<file path="src/rtl/pipe_shifter.sv">
// Pipelined barrel shifter/rotator with valid/ready flow control.
// Stage k applies a 2^k shift/rotate when b[k] is set; carry tracks the last bit moved out.
`timescale 1ns/1ps
module pipe_shifter #(
  parameter int WIDTH = 32,
  parameter int SHW   = $clog2(WIDTH)
) (
  input  logic             clk,
  input  logic             rst,
  input  logic             in_valid,
  output logic             in_ready,
  input  logic [WIDTH-1:0] a,
  input  logic [SHW-1:0]   b,
  input  logic [2:0]       aluc,
  output logic             out_valid,
  input  logic             out_ready,
  output logic [WIDTH-1:0] c,
  output logic             carry,
  output logic             zero
);

  typedef struct packed {
    logic             valid;
    logic [2:0]       mode;
    logic [SHW-1:0]   amt;
    logic             cy;
    logic [WIDTH-1:0] data;
  } stage_t;

  stage_t st_q [SHW];
  stage_t st_d [SHW];
  stage_t in_stage;
  logic   advance;

  // Left-type moves lose bit WIDTH-sh last; right-type moves lose bit sh-1 last.
  function automatic stage_t step(input stage_t s_in, input int k);
    stage_t           r;
    int               sh;
    logic [SHW-1:0]   sel;
    logic [WIDTH-1:0] tl;
    logic [WIDTH-1:0] tr;
    r   = s_in;
    sh  = 1 << k;
    sel = SHW'(1) << k;
    tl  = s_in.data >> (WIDTH - sh);
    tr  = s_in.data << (WIDTH - sh);
    if ((s_in.amt & sel) != '0) begin
      case (s_in.mode)
        3'b000: begin
          r.data = $signed(s_in.data) >>> sh;
          r.cy   = tr[WIDTH-1];
        end
        3'b010: begin
          r.data = s_in.data >> sh;
          r.cy   = tr[WIDTH-1];
        end
        3'b001, 3'b011: begin
          r.data = s_in.data << sh;
          r.cy   = tl[0];
        end
        3'b100, 3'b110: begin
          r.data = (s_in.data >> sh) | (s_in.data << (WIDTH - sh));
          r.cy   = tr[WIDTH-1];
        end
        3'b101, 3'b111: begin
          r.data = (s_in.data << sh) | (s_in.data >> (WIDTH - sh));
          r.cy   = tl[0];
        end
        default: r = s_in;
      endcase
    end else begin
      r = s_in;
    end
    return r;
  endfunction

  assign advance   = !st_q[SHW-1].valid || out_ready;
  assign in_ready  = advance;
  assign out_valid = st_q[SHW-1].valid;
  assign c         = st_q[SHW-1].data;
  assign carry     = st_q[SHW-1].cy;
  assign zero      = ~|st_q[SHW-1].data;

  // Next-state for every stage: shift forward on advance, otherwise hold.
  always_comb begin
    in_stage = '{valid: in_valid && advance, mode: aluc, amt: b, cy: 1'b0, data: a};
    if (advance) begin
      st_d[0] = step(in_stage, 0);
    end else begin
      st_d[0] = st_q[0];
    end
    for (int k = 1; k < SHW; k++) begin
      if (advance) begin
        st_d[k] = step(st_q[k-1], k);
      end else begin
        st_d[k] = st_q[k];
      end
    end
  end

  // Stage registers; reset flushes in-flight beats and clears c/carry.
  always_ff @(posedge clk) begin
    if (rst) begin
      for (int k = 0; k < SHW; k++) begin
        st_q[k] <= '0;
      end
    end else begin
      for (int k = 0; k < SHW; k++) begin
        st_q[k] <= st_d[k];
      end
    end
  end

endmodule

</file>
<file path="config.mk">
export PLATFORM = sky130hd
export DESIGN_NAME = pipe_shifter
export DESIGN_NICKNAME = d
export VERILOG_FILES = /design/src/rtl/pipe_shifter.sv
export SDC_FILE = /design/constraint.sdc
export NUM_CORES = 1
export LEC_CHECK = 0
export ABC_CLOCK_PERIOD_IN_PS = 1400
export CAP_MARGIN = 0
export CORE_MARGIN = 2
export CORE_UTILIZATION = 45
export DETAILED_ROUTE_END_ITERATION = 10
export DONT_BUFFER_PORTS = 1
export SYNTH_ARGS = -nofsm -noshare
export SYNTH_HDL_FRONTEND = slang
export SYNTH_SLANG_ARGS = --single-unit
</file>
<file path="constraint.sdc">
create_clock -name clk -period 1.4 [get_ports clk]
set_input_delay 0.28 -clock clk [delete_from_list [all_inputs] [get_ports clk]]
set_output_delay 0.28 -clock clk [all_outputs]
set_load 0.01 [all_outputs]
</file>
Word-level counts from Yosys, hierarchy flattened
Memories as Yosys holds them, arrays and structs flattened. Cells that the tools add are included.

Memories kept: 1. Logic and storage cells: 98. Bits in registers: 0. RAM bits: 210. Output and inout bits: 36.

Multiplexer cells: 23. Eq/ne operators: 35. Reduce and logical (&&, ||, !) cells: 25. Bitwise gates (word level): 14.

Memories: st_q (words 5, width 42, rd ports 5, clocked after memory_dff 0, wr ports 5, line 30) `stage_t st_q [SHW];`.

Operator list (number): 33-bit case mux with 5 select lines (5); 42-bit two-way mux (10); 3-bit == test (second input constant) (20); 38-bit two-way mux (1); 37-bit two-way mux (1); 36-bit two-way mux (1); 35-bit two-way mux (1); 34-bit two-way mux (1); 24-bit by 32-bit OR with 32-bit output (1); 28-bit by 32-bit OR with 32-bit output (1); 30-bit by 32-bit OR with 32-bit output (1); 31-bit by 32-bit OR with 32-bit output (1); 32-bit by 1-bit OR with 32-bit output (1); 32-bit by 16-bit OR with 32-bit output (1); 32-bit by 2-bit OR with 32-bit output (1); 32-bit by 4-bit OR with 32-bit output (1); 32-bit by 8-bit OR with 32-bit output (1); 32-bit OR reduction (1); 3-bit by 2-bit == test with 1-bit output (second input constant) (10); 2-bit OR reduction (15); 3-bit by 1-bit == test with 1-bit output (second input constant) (5); 3-bit zero test (5); 1-bit OR (5); 1-bit two-way mux (3); 3 further kinds (4).

Logic depth before layout (Yosys ltp)
Gate-level depths: netlist (run 1). An unclocked memory read counts as a cell.

Word-level depth: 7. Depth in mapped cells: 7. Mapped depth without buffers: 5.

Worst setup path after synthesis (run 1)
No wires, ideal clock.

Path type: reg-to-reg. Start: memory st_q[0][209] (netlist bit). End: memory st_q[0][55] (netlist bit). Data arrival time: 1.337 ns. Stages on the path, launching flop included: 8. Library setup time: 0.128 ns. Required time: 1.272 ns. Clock period less this slack: 1.464 ns. Slack: -0.064 ns. Cells stage by stage: dfxtp_1 nor2b_1 buf_2 buf_2 clkbuf_1 a211oi_1 a21oi_1 nor2_1.

RTL lines (line): from (decl) (30).

==> results of run 1 <==
synthesized netlist by cell type (all sizes together) (5+ instances only):
cell      n
a211oi  103
a21oi   170
a221oi   23
buf      83
clkbuf   69
dfxtp   192
inv       7
mux2i   102
nand2    87
nand2b   17
nand3    32
nor2    253
nor3     40
nor4     24
o211ai   21
o21a      6
o21ai     5
stage by stage:
stage | setup TNS, ns | setup slack, ns | area (sq um) | total power [mW]
4_1_cts | -0.4514 | -0.3693 | 11320 | 12.69
6_report | -7.440 | -0.3371 | 12790 | 12.96
5_1_grt | -14.58 | -0.4278 | 12790 | 13.46
3_3_place_gp | -0.9622 | -0.1289 | 10350 | 7.719
3_5_place_dp | -1.964 | -0.1550 | 10350 | 7.749
2_1_floorplan | -0.2177 | -0.02178 | 9822 | 7.395
cell families (layout without fill, tap and decap cells):
group                  after synthesis  count (layout)  share of synthesized area (%)
DFF                                192             192                          39.20
buffers and inverters              160             190                          7.796
AOI/OAI and AO/OA                  340             340                          22.22
muxes                              103             103                          10.53
and+or+nand+nor                    458             458                          20.26
critical path, delay by kind of cell, from the launching register on:
kind	cells	cell delay [ns]
AND/OR/NAND/NOR	3	0.68
flip-flops	1	0.33
cell type report:
| class | instances | area (sq um) |
|---|---|---|
| Clock buffer | 17 | 425.4 |
| Clock inverter | 15 | 171.4 |
| Fill cell | 1930 | 8828 |
| Inverter | 8 | 32.53 |
| Multi-Input combinational cell | 901 | 5906 |
| Sequential cell | 192 | 3860 |
| Tap cell | 280 | 350.3 |
| Timing Repair Buffer | 150 | 2047 |
worst max-delay path by stage:
stage	endpoint	slack, ns	cells after the start
2_1_floorplan	st_q[0][184]	-0.02	6
3_3_place_gp	st_q[0][183]	-0.13	5
5_1_grt	zero	-0.43	4
3_5_place_dp	st_q[0][183]	-0.16	5
4_1_cts	zero	-0.37	4
6_report	zero	-0.34	3
what timing repair did:
item	in CTS	in global routing
setup buffers	9	15
gates cloned	5	27
pin swaps	4	67
setup endpoints to repair	95	130
endpoints found under the hold margin	192	192
gates resized for setup	27	172
layer usage:
metal / up-vias / global-route usage (%)
met5: - / 0
met4: 0 / 5.972
met3: 48 / 3.862
met2: 282 / 37.69
met1: 4434 / 33.41
li1: 4465 / -
power by group through the flow:
stage / sequential (mW) / clock, mW / combinational [mW]
2_1_floorplan: 6.13 / 0 / 1.26
3_3_place_gp: 6.31 / 0 / 1.41
3_5_place_dp: 6.31 / 0 / 1.44
4_1_cts: 6.19 / 5.01 / 1.49
5_1_grt: 6.27 / 5.28 / 1.91
6_report: 6.23 / 4.99 / 1.73
==> metrics, run 1 <==
outcome finished, violations left; failing checks negative hold slack, negative setup slack; H-Tree Depth 4; initial drt markers 753; most frequent cells in the layout nor2_1, dfxtp_1, a21oi_1; first-pass GRT wire length around 43 mm; CTS root buffer clkbuf_16; vias in the first global route ~8000; reg2reg start st_q[0][209]; Leak Pwr 4.742 nW; Largest regs st_q: 192 flops; Placer Congestion about 0.82; post-synthesis cell area 9806 sq um; reg2reg end st_q[0][193]; wire per inst 19.61 microns; final count of hold timing violations a little over 100; number of instances on the worst hold path 1; CP arrival 1.46 ns; Distinct cells, synth 35; syn nets approximately 1300; Post-Layout Cell Count 1563; antenna violations before repair 0; drt drc 0; total core area between 20000 and 25000 sq um; Total GRT Usage around a quarter; final setup skew 0.01690 ns; DP HPWL 17.65 mm; clock power share between 30 and 40%; WL met1 13.81 mm; WL met2 approximately 15 mm; Clk Latency, worst-skew pair 0.44 ns; crit path max fanout 2; Max clock buf depth 2; CTS tree built; combinational share of power 13.3%; RSZ-0062 raised after global routing yes; clock sinks 192; Flop pwr share 48.1%; Hold Startpoint rst; Peak Freq 575.7 MHz; row cnt 54; Starting Density 45.35%; switching part of the total 28.77%; most common cell after layout, fill and taps aside nor2_1; final setup fails between 100 and 150; diodes inserted 0; Util after Layout 59.17%; final setup margin -0.3371 ns; CTS Buf Count 17; TritonRoute pass-1 iters 5; synthesized instance count between 1000 and 1500; post-synthesis sequential area ratio 39.20%; async set-reset flop share out of synthesis 0%; Inst Count DP 1478; Worst Setup SP st_q[0][170]; Yosys warning count 0; R2R setup slack -0.15 ns; I/O pin count 80; Largest Register st_q; Setup CP Type reg2out; worst ir drop on vdd about 0.7 mV; R2R cell count 7; metal3 WL 1.530 mm; Die Wd ~150 microns; routed wire length 30.65 mm; crit start category flip-flop; Rel. slew slack 72.79%; Vias 9229; Crit path largest cell delay 0.35 ns; Cell Pwr Density about 1000 nW/um^2; FF+latch count, synth 192; cells taking the most area after synthesis dfxtp_1, mux2i_1, nor2_1; max FFs per register ~190; Hold Path Class in2reg; cell accounting for the most synthesized area dfxtp_1; GRT overflow 0; Clk pin slew, worst setup/hold paths 0.09 ns; P_int 9.229 mW; nets 1314; share of post-route cells with drive strength above 1 25.88%; via/cell ratio between 5 and 6; Sw Pwr 3.728 mW; number of synthesized flops with an enable pin 0; Die H 151.6 microns; Synth Area per Inst 7.826 sq um; Top Metal Used met4; crit path capture type primary output; ys flop type dfxtp_1; area delta synth->final 30.46%; Min-Delay Endpoint st_q[0][195]; WHS -0.08531 ns; part of the cycle the worst path needs 124.1%; worst path required time 1.12 ns; Worst Max-Slew Pin Slew roughly 0.40 ns; critical-path cell list nor4_2 > nand4_1 > nor2_2; slowest CP cell nor4_2; Slew Viols, Final 0; Antenna Nets Post-Route 0; top cell type's share of synthesized area around two fifths; die footprint 22990 sq um; count of input and output buffers 0; minimum clock period 1.737 ns; max-cap viol count 0; pin count of the biggest net entering global routing 193
No activity file was read; power rests on OpenSTA's default activity.
==> run 2: changes to the inputs <==
--- a/config.mk
+++ b/config.mk
@@ -9,8 +9,11 @@
 export CAP_MARGIN = 0
 export CORE_MARGIN = 2
 export CORE_UTILIZATION = 45
+export CTS_BUF_LIST = sky130_fd_sc_hd__clkbuf_8
+export CTS_CLUSTER_SIZE = 24
 export DETAILED_ROUTE_END_ITERATION = 10
 export DONT_BUFFER_PORTS = 1
+export MAX_ROUTING_LAYER = met4
 export SYNTH_ARGS = -nofsm -noshare
 export SYNTH_HDL_FRONTEND = slang
 export SYNTH_SLANG_ARGS = --single-unit
==> metrics, run 2 (synthesis gave the netlist of run 1 again) <==
outcome finished, violations left (unchanged); failing checks negative hold slack, negative setup slack (unchanged); Die Wd 151.6 microns (unchanged); Clk pin slew, worst setup/hold paths 0.13 ns (was 0.09 ns); final setup skew 0.03264 ns (was 0.01690 ns); I/O pin count 80 (unchanged); Buf/Inv on CP 1 (was 0); die footprint 22990 sq um (unchanged); CTS root buffer clkbuf_8 (was clkbuf_16); worst path required time 1.12 ns (about the same); Max clock buf depth 2 (unchanged); Rel. slew slack 68.79% (was 72.79%); crit path capture type primary output (unchanged); row cnt 54 (unchanged); Multi-input gate area 6741 sq um (was 5906 sq um); CP arrival 1.55 ns (was 1.46 ns); Hold Startpoint rst (unchanged); WHS -0.1188 ns (was -0.08531 ns); CTS Buf Count 17 (unchanged); pin count of the biggest net entering global routing 193 (unchanged); share of post-route cells with drive strength above 1 36.33% (was 25.88%); nets 1333 (was 1314); antenna violations before repair 0 (unchanged); initial drt markers 731 (was 753); wire per inst 21.01 microns (was 19.61 microns); CTS tree built (unchanged); final setup fails 108 (was 102); count of input and output buffers 0 (unchanged); critical-path cell list nor4_4 > buf_4 > nand4_1 > nor2_2 (was nor4_2 > nand4_1 > nor2_2); Largest regs st_q: 192 flops (unchanged); total core area 21620 sq um (unchanged); Worst Setup SP st_q[0][190] (was st_q[0][170]); DP HPWL 17.65 mm (unchanged); vias in the first global route 8747 (was 8022); Sequential cell area 3862 sq um (was 3860 sq um); Clk Latency, worst-skew pair 0.50 ns (was 0.44 ns); crit path max fanout 2 (unchanged); final setup TNS -6.007 ns (was -7.440 ns); minimum clock period 1.833 ns (was 1.737 ns); via/cell ratio 6.087 (was 5.905); Slew Viols, Final 0 (unchanged); Antenna Nets Post-Route 0 (unchanged); Vias 9629 (was 9229); Total GRT Usage 26.99% (was 23.64%); Setup CP Type reg2out (unchanged); first-pass GRT wire length 47.61 mm (was 43.11 mm); Peak Freq 545.4 MHz (was 575.7 MHz); Leak Pwr 5.056 nW (was 4.742 nW); Worst Max-Slew Pin Slew 0.4661 ns (was 0.4047 ns); GRT overflow 0 (unchanged); Placer Congestion 0.8287 (was 0.8165); part of the cycle the worst path needs 131.0% (was 124.1%); diodes inserted 0 (unchanged); Util after Layout 64.32% (was 59.17%); final count of hold timing violations 192 (was 102); max FFs per register 192 (unchanged); Cell Pwr Density 875.9 nW/um^2 (was 1013 nW/um^2); routed wire length 33.24 mm (was 30.65 mm); most common cell after layout, fill and taps aside nor2_1 (unchanged); Die H 151.6 microns (unchanged); H-Tree Depth 4 (unchanged); area delta synth->final 41.81% (was 30.46%); clock sinks 192 (unchanged); most frequent cells in the layout nor2_1, dfxtp_1, mux2i_1 (was nor2_1, dfxtp_1, a21oi_1); Largest Register st_q (unchanged); drt drc 0 (unchanged); slowest CP cell dfxtp_2 (was nor4_2); max-cap viol count 0 (unchanged); Crit path largest cell delay 0.36 ns (was 0.35 ns); Starting Density 45.35% (unchanged); RSZ-0062 raised after global routing yes (unchanged); worst ir drop on vdd 0.5321 mV (was 0.7068 mV); final setup margin -0.4335 ns (was -0.3371 ns); Hold Path Class in2reg (unchanged); crit start category flip-flop (unchanged); reg2reg start st_q[0][209] (unchanged); # fillers 1724 (was 1930); TritonRoute pass-1 iters 6 (was 5); Top Family by Delay on Critical Path simple AND/OR/NAND/NOR gates (unchanged)
[run 2: worst reg2reg max path: stages, from the launching register on]
cell       delay (ns)
dfxtp_2          0.34
nor2b_4          0.14
buf_8            0.15
buf_6            0.12
clkbuf_16        0.17
clkbuf_16        0.18
a211oi_2         0.25
a21oi_2          0.05
nor2_1           0.08
[run 2: worst paths after layout]
path / cells past startpoint / slack, ns / end
worst max-delay path: 4 / -0.43 / zero
worst min-delay path: 1 / -0.12 / st_q[0][199]
worst max register to register: 8 / -0.13 / st_q[0][46]
worst min register to register: 2 / 0.46 / st_q[0][41]
[run 2: area by class of cell]
cell class,instances,share of cell area (%)
repair buffers,169,18.07
clock buffers,17,1.683
inverters,8,0.2429
multi-input cells,901,48.48
flip-flops and latches,192,27.78
clock inverters,15,1.233
well taps,280,2.519
[run 2: routing by layer]
metal / track usage, % / vias to the layer above / wire length [microns]
li1: - / 4469 / -
met1: 36.31 / 4700 / 14010
met2: 41.74 / 369 / 16020
met3: 3.832 / 91 / 2009
met4: 9.444 / 0 / 1205
met5: - / - / 0
[run 2: what timing repair did]
action | in CTS | in global routing
gates resized for setup | 197 | 199
pin swaps | 21 | 48
endpoints found under the setup margin | 106 | 190
hold endpoints to repair | 192 | 192
cloned | 23 | 23
setup buffers | 16 | 20
[run 2: stage by stage]
step	power, mW	worst slack [ns]	hold WS (ns)	std cells	cell area [sq um]
after floorplan	7.395	-0.02178	0.4205	1253	9822
after global placement	7.719	-0.1289	0.3671	1478	10350
after detailed placement	7.749	-0.1550	0.3645	1478	10350
after CTS	11.79	-0.4357	-0.1605	1549	12410
after global routing	12.66	-0.5366	-0.1586	1582	13910
final	12.18	-0.4335	-0.1188	1582	13910
[run 2: report_power, final]
| part | internal [mW] | switching, mW | leakage (nW) |
|---|---|---|---|
| logic | 1.08 | 1.04 | 3.27 |
| clock network | 1.50 | 2.29 | 0.199 |
| registers | 5.79 | 0.481 | 1.58 |
| total | 8.37 | 3.81 | 5.06 |
